`src/rtl/chain_sched_if.sv`:
```
// Opcode package and host/chain/result bus bundle for chain_sched.
// slave is the scheduler's view; master is the host/chain environment.
package chain_sched_pkg;
   typedef enum logic [2:0] {
      DEL = 3'd0,
      SET = 3'd1,
      ADD = 3'd2,
      RDC = 3'd3,
      MSC = 3'd4
   } opcode_t;
endpackage

interface chain_sched_if;
   import chain_sched_pkg::*;

   logic        cmd_valid;
   logic        cmd_ready;
   opcode_t     cmd_opc;
   logic        cmd_mode;
   logic [27:0] cmd_id;

   logic        bgn_out;
   logic        fns_in;
   opcode_t     opc_out;
   logic        mode_out;
   logic [27:0] id_out;

   logic        bgn_in;
   logic        fns_out;
   opcode_t     opc_in;
   logic        mode_in;
   logic [27:0] id_in;

   logic        res_valid;
   logic        res_ready;
   opcode_t     res_opc;
   logic        res_mode;
   logic [27:0] res_id;

   modport slave (
      input  cmd_valid, cmd_opc, cmd_mode, cmd_id,
      output cmd_ready,
      output bgn_out, opc_out, mode_out, id_out,
      input  fns_in,
      input  bgn_in, opc_in, mode_in, id_in,
      output fns_out,
      output res_valid, res_opc, res_mode, res_id,
      input  res_ready
   );

   modport master (
      output cmd_valid, cmd_opc, cmd_mode, cmd_id,
      input  cmd_ready,
      input  bgn_out, opc_out, mode_out, id_out,
      output fns_in,
      output bgn_in, opc_in, mode_in, id_in,
      input  fns_out,
      input  res_valid, res_opc, res_mode, res_id,
      output res_ready
   );
endinterface

```
`src/rtl/chain_sched.sv`:
```
// Chain scheduler: issues host tokens to a chain head, collects tail tokens.
// Optional statistics counters enabled by CHAIN_SCHED_STATS_EN.
module chain_sched
   import chain_sched_pkg::*;
#(
   parameter int RES_DEPTH = 4,
   parameter int TIMEOUT   = 1024
) (
   input  logic        clk,
   input  logic        rst_n,
   chain_sched_if.slave bus,
   output logic        sync_done,
   output logic        conflict,
   output logic        err,
   input  logic        clr,
   output logic [31:0] stat_issued,
   output logic [31:0] stat_tail,
   output logic [31:0] stat_conf
);
   localparam int AW = $clog2(RES_DEPTH);
   localparam int TW = $clog2(TIMEOUT) + 1;

   typedef enum logic [1:0] {
      S_IDLE, S_SEND, S_SYNC, S_ERROR
   } state_t;

   state_t        state, state_nx;
   logic [TW-1:0] timer, timer_nx;
   logic          sync_nx, err_nx;

   logic          cmd_fire, head_ack;
   logic          barrier_out, barrier_in;
   logic          cap, push, pop, conf_hit;
   logic [AW:0]   wp, rp, cnt;
   logic          full;

   opcode_t     mem_opc  [RES_DEPTH];
   logic        mem_mode [RES_DEPTH];
   logic [27:0] mem_id   [RES_DEPTH];

   assign bus.cmd_ready = (state == S_IDLE) && !bus.bgn_out;
   assign cmd_fire  = bus.cmd_valid && bus.cmd_ready;
   assign head_ack  = (state == S_SEND) && bus.fns_in;

   assign barrier_out = (bus.opc_out == MSC) && (bus.id_out == 28'd1);
   assign barrier_in  = (bus.opc_in == MSC) && (bus.id_in == 28'd1);

   assign cnt  = wp - rp;
   assign full = (cnt == (AW+1)'(RES_DEPTH));
   // Capture needs fns_out low last cycle so each token gets a single pulse
   assign cap      = bus.bgn_in && !full && !bus.fns_out;
   assign push     = cap && !barrier_in;
   assign pop      = bus.res_valid && bus.res_ready;
   assign conf_hit = cap && (bus.opc_in == RDC) && !bus.mode_in;

   assign bus.res_valid = (cnt != '0);
   assign bus.res_opc   = mem_opc[rp[AW-1:0]];
   assign bus.res_mode  = mem_mode[rp[AW-1:0]];
   assign bus.res_id    = mem_id[rp[AW-1:0]];

   always_comb begin
      state_nx = state;
      timer_nx = timer;
      sync_nx  = 1'b0;
      err_nx   = err;
      case (state)
         S_IDLE: begin
            if (cmd_fire) state_nx = S_SEND;
         end
         S_SEND: begin
            if (bus.fns_in) begin
               if (barrier_out) begin
                  state_nx = S_SYNC;
                  timer_nx = '0;
               end else begin
                  state_nx = S_IDLE;
               end
            end
         end
         S_SYNC: begin
            if (cap && barrier_in) begin
               sync_nx  = 1'b1;
               state_nx = S_IDLE;
            end else if (timer == TW'(TIMEOUT - 1)) begin
               err_nx   = 1'b1;
               state_nx = S_ERROR;
            end else begin
               timer_nx = timer + 1'b1;
            end
         end
         S_ERROR: begin
            if (clr) begin
               err_nx   = 1'b0;
               state_nx = S_IDLE;
            end
         end
         default: state_nx = S_IDLE;
      endcase
   end

   always_ff @(posedge clk or negedge rst_n) begin
      if (!rst_n) begin
         state     <= S_IDLE;
         timer     <= '0;
         sync_done <= 1'b0;
         err       <= 1'b0;
      end else begin
         state     <= state_nx;
         timer     <= timer_nx;
         sync_done <= sync_nx;
         err       <= err_nx;
      end
   end

   always_ff @(posedge clk or negedge rst_n) begin
      if (!rst_n) begin
         bus.bgn_out  <= 1'b0;
         bus.opc_out  <= DEL;
         bus.mode_out <= 1'b0;
         bus.id_out   <= '0;
      end else if (cmd_fire) begin
         bus.bgn_out  <= 1'b1;
         bus.opc_out  <= bus.cmd_opc;
         bus.mode_out <= bus.cmd_mode;
         bus.id_out   <= bus.cmd_id;
      end else if (head_ack) begin
         bus.bgn_out  <= 1'b0;
      end
   end

   always_ff @(posedge clk or negedge rst_n) begin
      if (!rst_n) begin
         bus.fns_out <= 1'b0;
         conflict    <= 1'b0;
         wp          <= '0;
         rp          <= '0;
         for (int i = 0; i < RES_DEPTH; i++) begin
            mem_opc[i]  <= DEL;
            mem_mode[i] <= 1'b0;
            mem_id[i]   <= '0;
         end
      end else begin
         bus.fns_out <= cap;
         if (conf_hit)  conflict <= 1'b1;
         else if (clr)  conflict <= 1'b0;
         if (push) begin
            mem_opc[wp[AW-1:0]]  <= bus.opc_in;
            mem_mode[wp[AW-1:0]] <= bus.mode_in;
            mem_id[wp[AW-1:0]]   <= bus.id_in;
            wp <= wp + 1'b1;
         end
         if (pop) rp <= rp + 1'b1;
      end
   end

`ifdef CHAIN_SCHED_STATS_EN
   logic [31:0] n_iss, n_tail, n_conf;

   always_ff @(posedge clk or negedge rst_n) begin
      if (!rst_n) begin
         n_iss  <= '0;
         n_tail <= '0;
         n_conf <= '0;
      end else if (clr) begin
         n_iss  <= '0;
         n_tail <= '0;
         n_conf <= '0;
      end else begin
         if (head_ack && n_iss != '1)  n_iss  <= n_iss + 1'b1;
         if (cap && n_tail != '1)      n_tail <= n_tail + 1'b1;
         if (conf_hit && n_conf != '1) n_conf <= n_conf + 1'b1;
      end
   end

   assign stat_issued = n_iss;
   assign stat_tail   = n_tail;
   assign stat_conf   = n_conf;
`else
   assign stat_issued = '0;
   assign stat_tail   = '0;
   assign stat_conf   = '0;
`endif
endmodule

```
`src/flat_wrapper.sv`:
```
// flat-port wrapper written by rule: the top's interface ports become plain ports
module chain_sched_flat import chain_sched_pkg::*;
#(
   parameter int RES_DEPTH = 4,
   parameter int TIMEOUT   = 1024
)
  (clk, rst_n, sync_done, conflict, err, clr, stat_issued, stat_tail, stat_conf, bus_cmd_valid, bus_cmd_opc, bus_cmd_mode, bus_cmd_id, bus_cmd_ready, bus_bgn_out, bus_opc_out, bus_mode_out, bus_id_out, bus_fns_in, bus_bgn_in, bus_opc_in, bus_mode_in, bus_id_in, bus_fns_out, bus_res_valid, bus_res_opc, bus_res_mode, bus_res_id, bus_res_ready);
  chain_sched_if bus_i ();
  input  logic clk;
  input  logic rst_n;
  output logic sync_done;
  output logic conflict;
  output logic err;
  input  logic clr;
  output logic [31:0] stat_issued;
  output logic [31:0] stat_tail;
  output logic [31:0] stat_conf;
  input wire logic [$bits(bus_i.cmd_valid)-1:0] bus_cmd_valid;
  input wire logic [$bits(bus_i.cmd_opc)-1:0] bus_cmd_opc;
  input wire logic [$bits(bus_i.cmd_mode)-1:0] bus_cmd_mode;
  input wire logic [$bits(bus_i.cmd_id)-1:0] bus_cmd_id;
  output wire logic [$bits(bus_i.cmd_ready)-1:0] bus_cmd_ready;
  output wire logic [$bits(bus_i.bgn_out)-1:0] bus_bgn_out;
  output wire logic [$bits(bus_i.opc_out)-1:0] bus_opc_out;
  output wire logic [$bits(bus_i.mode_out)-1:0] bus_mode_out;
  output wire logic [$bits(bus_i.id_out)-1:0] bus_id_out;
  input wire logic [$bits(bus_i.fns_in)-1:0] bus_fns_in;
  input wire logic [$bits(bus_i.bgn_in)-1:0] bus_bgn_in;
  input wire logic [$bits(bus_i.opc_in)-1:0] bus_opc_in;
  input wire logic [$bits(bus_i.mode_in)-1:0] bus_mode_in;
  input wire logic [$bits(bus_i.id_in)-1:0] bus_id_in;
  output wire logic [$bits(bus_i.fns_out)-1:0] bus_fns_out;
  output wire logic [$bits(bus_i.res_valid)-1:0] bus_res_valid;
  output wire logic [$bits(bus_i.res_opc)-1:0] bus_res_opc;
  output wire logic [$bits(bus_i.res_mode)-1:0] bus_res_mode;
  output wire logic [$bits(bus_i.res_id)-1:0] bus_res_id;
  input wire logic [$bits(bus_i.res_ready)-1:0] bus_res_ready;
  assign bus_i.cmd_valid = bus_cmd_valid;
  assign bus_i.cmd_opc = bus_cmd_opc;
  assign bus_i.cmd_mode = bus_cmd_mode;
  assign bus_i.cmd_id = bus_cmd_id;
  assign bus_cmd_ready = bus_i.cmd_ready;
  assign bus_bgn_out = bus_i.bgn_out;
  assign bus_opc_out = bus_i.opc_out;
  assign bus_mode_out = bus_i.mode_out;
  assign bus_id_out = bus_i.id_out;
  assign bus_i.fns_in = bus_fns_in;
  assign bus_i.bgn_in = bus_bgn_in;
  assign bus_i.opc_in = bus_opc_in;
  assign bus_i.mode_in = bus_mode_in;
  assign bus_i.id_in = bus_id_in;
  assign bus_fns_out = bus_i.fns_out;
  assign bus_res_valid = bus_i.res_valid;
  assign bus_res_opc = bus_i.res_opc;
  assign bus_res_mode = bus_i.res_mode;
  assign bus_res_id = bus_i.res_id;
  assign bus_i.res_ready = bus_res_ready;
  chain_sched #(.RES_DEPTH(RES_DEPTH), .TIMEOUT(TIMEOUT)) u_core (.clk(clk), .rst_n(rst_n), .bus(bus_i), .sync_done(sync_done), .conflict(conflict), .err(err), .clr(clr), .stat_issued(stat_issued), .stat_tail(stat_tail), .stat_conf(stat_conf));
endmodule
```
`config.mk`:
```
export PLATFORM = sky130hd
export DESIGN_NAME = chain_sched_flat
export DESIGN_NICKNAME = d
export VERILOG_FILES = /design/src/rtl/chain_sched_if.sv /design/src/rtl/chain_sched.sv /design/src/flat_wrapper.sv
export SDC_FILE = /design/constraint.sdc
export NUM_CORES = 1
export LEC_CHECK = 0
export CAP_MARGIN = 20
export CORE_ASPECT_RATIO = 0.75
export CORE_MARGIN = 10
export CORE_UTILIZATION = 45
export DETAILED_ROUTE_END_ITERATION = 8
export GPL_TIMING_DRIVEN = 0
export HOLD_SLACK_MARGIN = 0.1
export PLACE_DENSITY = 0.82
export SLEW_MARGIN = 20
export SYNTH_ARGS = -nofsm -noshare
export SYNTH_HDL_FRONTEND = slang
export SYNTH_SLANG_ARGS = --single-unit
```
`constraint.sdc`:
```
create_clock -name clk -period 3 [get_ports clk]
set_input_delay 0.45 -clock clk [delete_from_list [all_inputs] [get_ports clk]]
set_output_delay 0.45 -clock clk [all_outputs]
set_load 0.05 [all_outputs]
```
==> Word level (Yosys, flattened, before mapping) <==
Cells that the tools add are included.
{ "totals": {"out_inout_bits": 167, "inputBits": 71, "word_cells": 117, "ff_bits": 184} }
{ "op_classes": {"n_lt_le_gt_ge": 3, "mux": 39, "n_eq_ne": 18, "bitwise": 2, "reduce_logical": 27, "add_sub_neg": 4} }
{ "ops": {"columns": ["op", "count"], "rows": [
  ["$bwmux W112", 1],
  ["$mux W28", 3],
  ["$bmux W28 S2", 1],
  ["$demux W28 S2", 1],
  ["$eq A28 B1 Y1 const B", 2],
  ["$mux W11", 4],
  ["$pmux W11 S2", 1],
  ["$logic_and A1 B1 Y1", 13],
  ["$bwmux W12", 1],
  ["$mux W2", 6],
  ["$add A11 B1 Y11 const B", 1],
  ["$eq A11 B10 Y1 const B", 1],
  ["$mux W1", 11],
  ["$eq A3 B3 Y1 const B", 3],
  ["$mux W3", 3],
  ["$ne A2 B2 Y1 const B", 4],
  ["$pmux W2 S4", 1],
  ["$reduce_and A4 Y1", 2],
  ["$reduce_bool A2 Y1", 4],
  ["$add A3 B1 Y3 const B", 2],
  ["$bmux W3 S2", 1],
  ["$demux W3 S2", 1],
  ["$ge A3 B3 Y1 const B", 2],
  ["$ne A2 B1 Y1 const B", 3],
  ["15 further kinds", 21]
]} }

==> Logic depth before layout (Yosys ltp) <==
{ "depth": {"word_depth": 8, "mapped_depth": 10, "depth_no_buf": 7} }

==> Worst setup path after synthesis <==
OpenSTA, ideal clock, no wires.
{ "synth_timing": {"path_type": "reg2reg", "startpoint": "register u_core.bus.bgn_out", "endpoint": "register u_core.bus.id_out[0]", "path_stages_with_launch": 6, "arrival_time_ns": 2.716, "slack_ns": 0.159, "setup_ns": 0.125, "required_time_ns": 2.875, "period_less_slack_ns": 2.841, "n_path_buf": 2, "path_cell_list": "dfrtp_1 nor3_1 and2_1 clkbuf_1 buf_2 mux2_2"} }
{ "synth_via": {"elab_chain_len": 3} }
{ "synth_rtl": {"columns": ["element", "line", "source"], "rows": [
  ["from (decl)", "chain_sched_if.sv:43", "output bgn_out, opc_out, mode_out, id_out,"],
  ["from (signal assigned)", "chain_sched.sv:117", "bus.bgn_out <= 1'b0;"],
  ["from (signal assigned)", "chain_sched.sv:122", "bus.bgn_out <= 1'b1;"],
  ["from (signal assigned)", "chain_sched.sv:127", "bus.bgn_out <= 1'b0;"],
  ["$logic_not A1 Y1", "chain_sched.sv:41", "assign bus.cmd_ready = (state == S_IDLE) && !bus.bgn_out;"],
  ["$logic_and A1 B1 Y1", "chain_sched.sv:41", null],
  ["net bus_cmd_ready", "flat_wrapper.sv:22", "output wire logic [$bits(bus_i.cmd_ready)-1:0] bus_cmd_ready;"],
  ["$logic_and A1 B1 Y1", "chain_sched.sv:42", "assign cmd_fire = bus.cmd_valid && bus.cmd_ready;"],
  ["to (signal assigned)", "chain_sched.sv:125", "bus.id_out <= bus.cmd_id;"],
  ["to (decl)", "chain_sched_if.sv:43", null]
]} }
The timed path passes the listed nets, and every way through them passes these cells.
A chain may end at the register's enable or synchronous reset.

==> Worst setup path in the final report <==
{ "layout_timing": {"startpoint": "register u_core.rp[0]", "endpoint": "output bus_res_id[26]"} }
{ "layout_via": {"elab_chain_len": 4} }
{ "layout_rtl": {"columns": ["element", "line", "source"], "rows": [
  ["from (decl)", "chain_sched.sv:34", "logic [AW:0] wp, rp, cnt;"],
  ["from (signal assigned)", "chain_sched.sv:152", "if (pop) rp <= rp + 1'b1;"],
  ["$not A2 Y3 (not written as such)", "chain_sched.sv:59", "assign bus.res_id = mem_id[rp[AW-1:0]];"],
  ["$bmux W28 S2", "chain_sched.sv:59", null],
  ["$mux W28 (not written as such) (2 in series)", "chain_sched.sv:59", null],
  ["to (decl)", "flat_wrapper.sv:36", "output wire logic [$bits(bus_i.res_id)-1:0] bus_res_id;"]
]} }
No other way between the ends. The select of a mux whose other input is x is not followed.

==> run_results.csv <==
group,metric,value,unit
global_routing,grt_overflow,0,
setup_path,end_kind,"primary output",
pwr,p_seq_share,32.5,%
pwr,p_sw,5.56,mW
clocking,cts_tree,"built",
pwr,share_clk_of_total_power,17.7,%
setup_path,max_stage_delay,0.58,ns
global_routing,antenna_found_initial,0,
place,portBuffers,141,
run,drv_cap,0,
worst_hold_path,hold_end,"u_core.mem_id[23]$_DFFE_PN0P_",
pwr,leakagePower,5.39,nW
clocking,cts-root-buf,"clkbuf_16",
place,dpl.cell_count,1142,
setup_path,startpoint_type,"flop",
pwr,p_per_area,1090,nW/um^2
setup_path,r2r_slack,0.42,ns
setup_path,critPathKind,"flop to primary output",
worst_hold_path,hp-start,"u_core.mem_id[23]$_DFFE_PN0P_",
cells_and_area,syn2layout_area_growth,29.7,%
cells_and_area,final_cells,1173,
setup_path,cp.required,2.55,ns
clocking,clockBufferDepth,2,
routing,drtIter0Drc,404,
clocking,clk_pin_slew_worst_paths,0.07,ns
setup_path,path_cells,"buf_4 -> mux4_2 -> dlygate4sd2_1",
yosys,dominantRegCellSynth,"dfrtp_1",
routing,wirelength,22.0,mm
global_routing,track_usage,16.9,%
cells_and_area,fillers,1576,
place,gp_congestion,0.834,
routing,dr_total_vias,5786,
routing,wire_per_inst,18.8,um
floorplanning,die_area,26300,sq um
global_routing,grt_max_degree,98,
sta,period_share,93.9,%
sta,setup_viol,0,
setup_path,slowest_stage,"dfrtp_1",
sta,drv_slew,0,
clocking,clock_latency,0.43,ns
setup_path,critPathMaxFanout,10,
routing,post_drt_via_cell_ratio,4.93,
sta,final_hold_viol_count,0,
sta,rsz0062_at_grt,"false",
setup_path,crit-reg2reg-launch,"u_core.rp[1]$_DFFE_PN0P_",
cells_and_area,drive_gt1_share,26.5,%
yosys,synth_edf_count,0,
setup_path,crit_buf_inv,2,
pwr,p_sw_share,43.4,%
clocking,htree_levels,4,
floorplanning,std_cell_rows,44,
yosys,synth.distinct_cells,53,
yosys,avgSynthCellArea,13.9,sq um
pwr,internal_power,7.26,mW
cells_and_area,nets,986,
pwr,p_comb_share,49.7,%
worst_hold_path,hold_path.class,"flop to flop",
clocking,cts_sinks,184,
routing,drc,0,
floorplanning,dieWidth,184,um
global_routing,grt_pass1_vias,6075,
sta,final.min_clock_period,2.82,ns
clocking,numCtsBuffers,17,
global_routing,grt_pass1_wl,34.9,mm
worst_hold_path,holdPathStages,1,
sta,holdWs,0.491,ns
yosys,synthArstFlopShare,100,%
pwr,finalPower,12.8,mW
routing,drt-pass1-iter-count,5,
sta,tightestPinTransition,0.775,ns
floorplanning,design.core.area,19600,sq um
setup_path,path_delay_family,"buffers and inverters",
sta,fmax,355,MHz
floorplanning,pin_count,238,
setup_path,worst_r2r_path_depth,9,
setup_path,r2r_end,"u_core.mem_id[7]$_DFFE_PN0P_",
sta,max_slew_margin,48.0,%
yosys,synth_warnings,0,
outcome,outcome,"complete, no violations",
routing,antenna_left,0,
floorplanning,initial_core_util,46.4,%
cells_and_area,diodes,0,
floorplanning,die_h,143,um
yosys,synth_cells,652,
pwr,ir_drop,0.000537,V
yosys,syn-cell-area,9090,sq um
place,place_hpwl,16.5,mm
sta,skew,0.0117,ns
yosys,yosysSeqAreaShare,50.7,%
setup_path,crit_arrival,2.37,ns
yosys,postSynthRegisterBits,184,
[per-stage QoR]
step | util [%] | setup slack [ns] | TNS [ns] | area (sq um)
global placement | 57.0 | -6.21 | -1151.30 | 11200
CTS | 60.2 | 0.0877 | 0 | 11800
floorplan | - | 0.159 | 0 | 9440
global route | 60.1 | 0.0417 | 0 | 11800
finish | 60.1 | 0.184 | 0 | 11800
detailed placement | 57.2 | -0.509 | -23.93 | 11200
[final cells by class]
cell class                 instances  area [sq um]  share of cell area, %
timing repair buffer             143          1410                   12.0
inverter                          11          41.3                  0.350
clock buffer                      17           425                   3.61
buffer                           123           903                   7.67
clock inverter                    15           180                   1.53
tap                              253           317                   2.69
multi-input combinational        427          3900                   33.1
sequential                       184          4610                   39.1
[how the worst max path moves through the flow]
stage / startpoint / end / slack [ns] / cells after the start
2_1_floorplan: u_core.bus.bgn_out$_DFFE_PN0P_ / u_core.bus.id_out[0]$_DFFE_PN0P_ / 0.16 / 5
3_3_place_gp: rst_n / u_core.mem_id[4]$_DFFE_PN0P_ / -6.21 / 1
3_5_place_dp: u_core.rp[1]$_DFFE_PN0P_ / bus_res_valid / -0.51 / 8
4_1_cts: u_core.rp[1]$_DFFE_PN0P_ / bus_res_valid / 0.09 / 7
5_1_grt: u_core.rp[0]$_DFFE_PN0P_ / bus_res_id[26] / 0.04 / 3
6_report: u_core.rp[0]$_DFFE_PN0P_ / bus_res_id[26] / 0.18 / 3
[power by group through the flow]
stage / logic, mW / clock network (mW) / registers, mW
floorplan: 4.60 / 0 / 4.33
global placement: 6.65 / 0 / 4.12
detailed placement: 6.76 / 0 / 4.16
global route: 6.78 / 2.45 / 4.31
CTS: 6.47 / 2.33 / 4.17
finish: 6.37 / 2.27 / 4.17
[sequential cells by signal, indices dropped and copies added, names as in the netlist, 2 cells and up]
register / count
u_core.wp: 3
u_core.mem_id: 112
u_core.state: 2
u_core.bus.id_out: 28
u_core.mem_opc: 12
u_core.rp: 3
u_core.mem_mode: 4
u_core.bus.opc_out: 3
u_core.timer: 11
[logic make-up after synthesis]
kind of cell	share of synthesized area, %
AND/OR/NAND/NOR	5.45
adder cells (fa/ha/maj)	1.10
multiplexers	28.1
AO/OA/AOI/OAI	3.54
XOR/XNOR	0.744
other	0.0413
buffers and inverters	10.3
flip-flops	50.7
[metal layers]
metal | up-vias | GRT usage, % | share of wire (%)
li1 | 2689 | - | -
met3 | 19 | 5.20 | 5.8
met4 | 0 | 3.48 | 0.86
met5 | - | 0 | 0
met2 | 143 | 27.6 | 50
met1 | 2935 | 21.7 | 44
[placed cells by master (no fill, tap or decap), types with 13 or more instances in the layout]
master / count
mux4_2: 32
clkdlybuf4s50_1: 110
conb_1: 96
clkbuf_16: 17
nand2_1: 13
o21ai_0: 13
dfrtp_1: 183
mux2_1: 119
dlygate4sd2_1: 29
mux2_2: 43
buf_4: 109
[worst reg2reg max path, stage by stage, from the launching register on]
cell     delay [ns]
dfrtp_2        0.48
buf_4          0.25
inv_1          0.07
ha_1           0.20
nor2b_1        0.19
xnor2_2        0.14
a21oi_4        0.40
nand3_4        0.20
buf_6          0.21
mux2_1         0.33
[timing repair]
| item | 4_1_cts | 5_1_grt |
|---|---|---|
| hold buffers | 1 | 0 |
| pin swaps | 0 | 0 |
| gates resized for setup | 40 | 2 |
| buffers inserted | 0 | 0 |
| setup endpoints to repair | 165 | 1 |
| hold endpoints to repair | 87 | 0 |
[synth_stat cells (2+ instances only)]
cell type	instances	area share [%]
buf_4	105	8.7
mux2_2	43	5.3
clkbuf_1	7	0.29
nor2b_1	2	0.14
nor2_1	12	0.50
nand3_1	8	0.44
o31a_1	5	0.48
o211ai_1	2	0.17
xnor2_1	4	0.39
nor4_1	9	0.62
and2_1	3	0.21
buf_2	9	0.50
mux2_1	119	15
dfrtp_1	184	51
nand2b_1	3	0.21
mux4_2	32	7.9
or2_2	3	0.21
o21ai_0	13	0.72
nand2_1	13	0.54
ha_1	8	1.1
nor3_1	5	0.28
xnor2_2	2	0.36
nand3_4	4	0.77
a21oi_1	3	0.17
a41o_1	5	0.55
buf_6	3	0.37
nand4_1	7	0.48
inv_1	11	0.45
nor4b_1	4	0.39
Power figures use the tool's default switching activity.
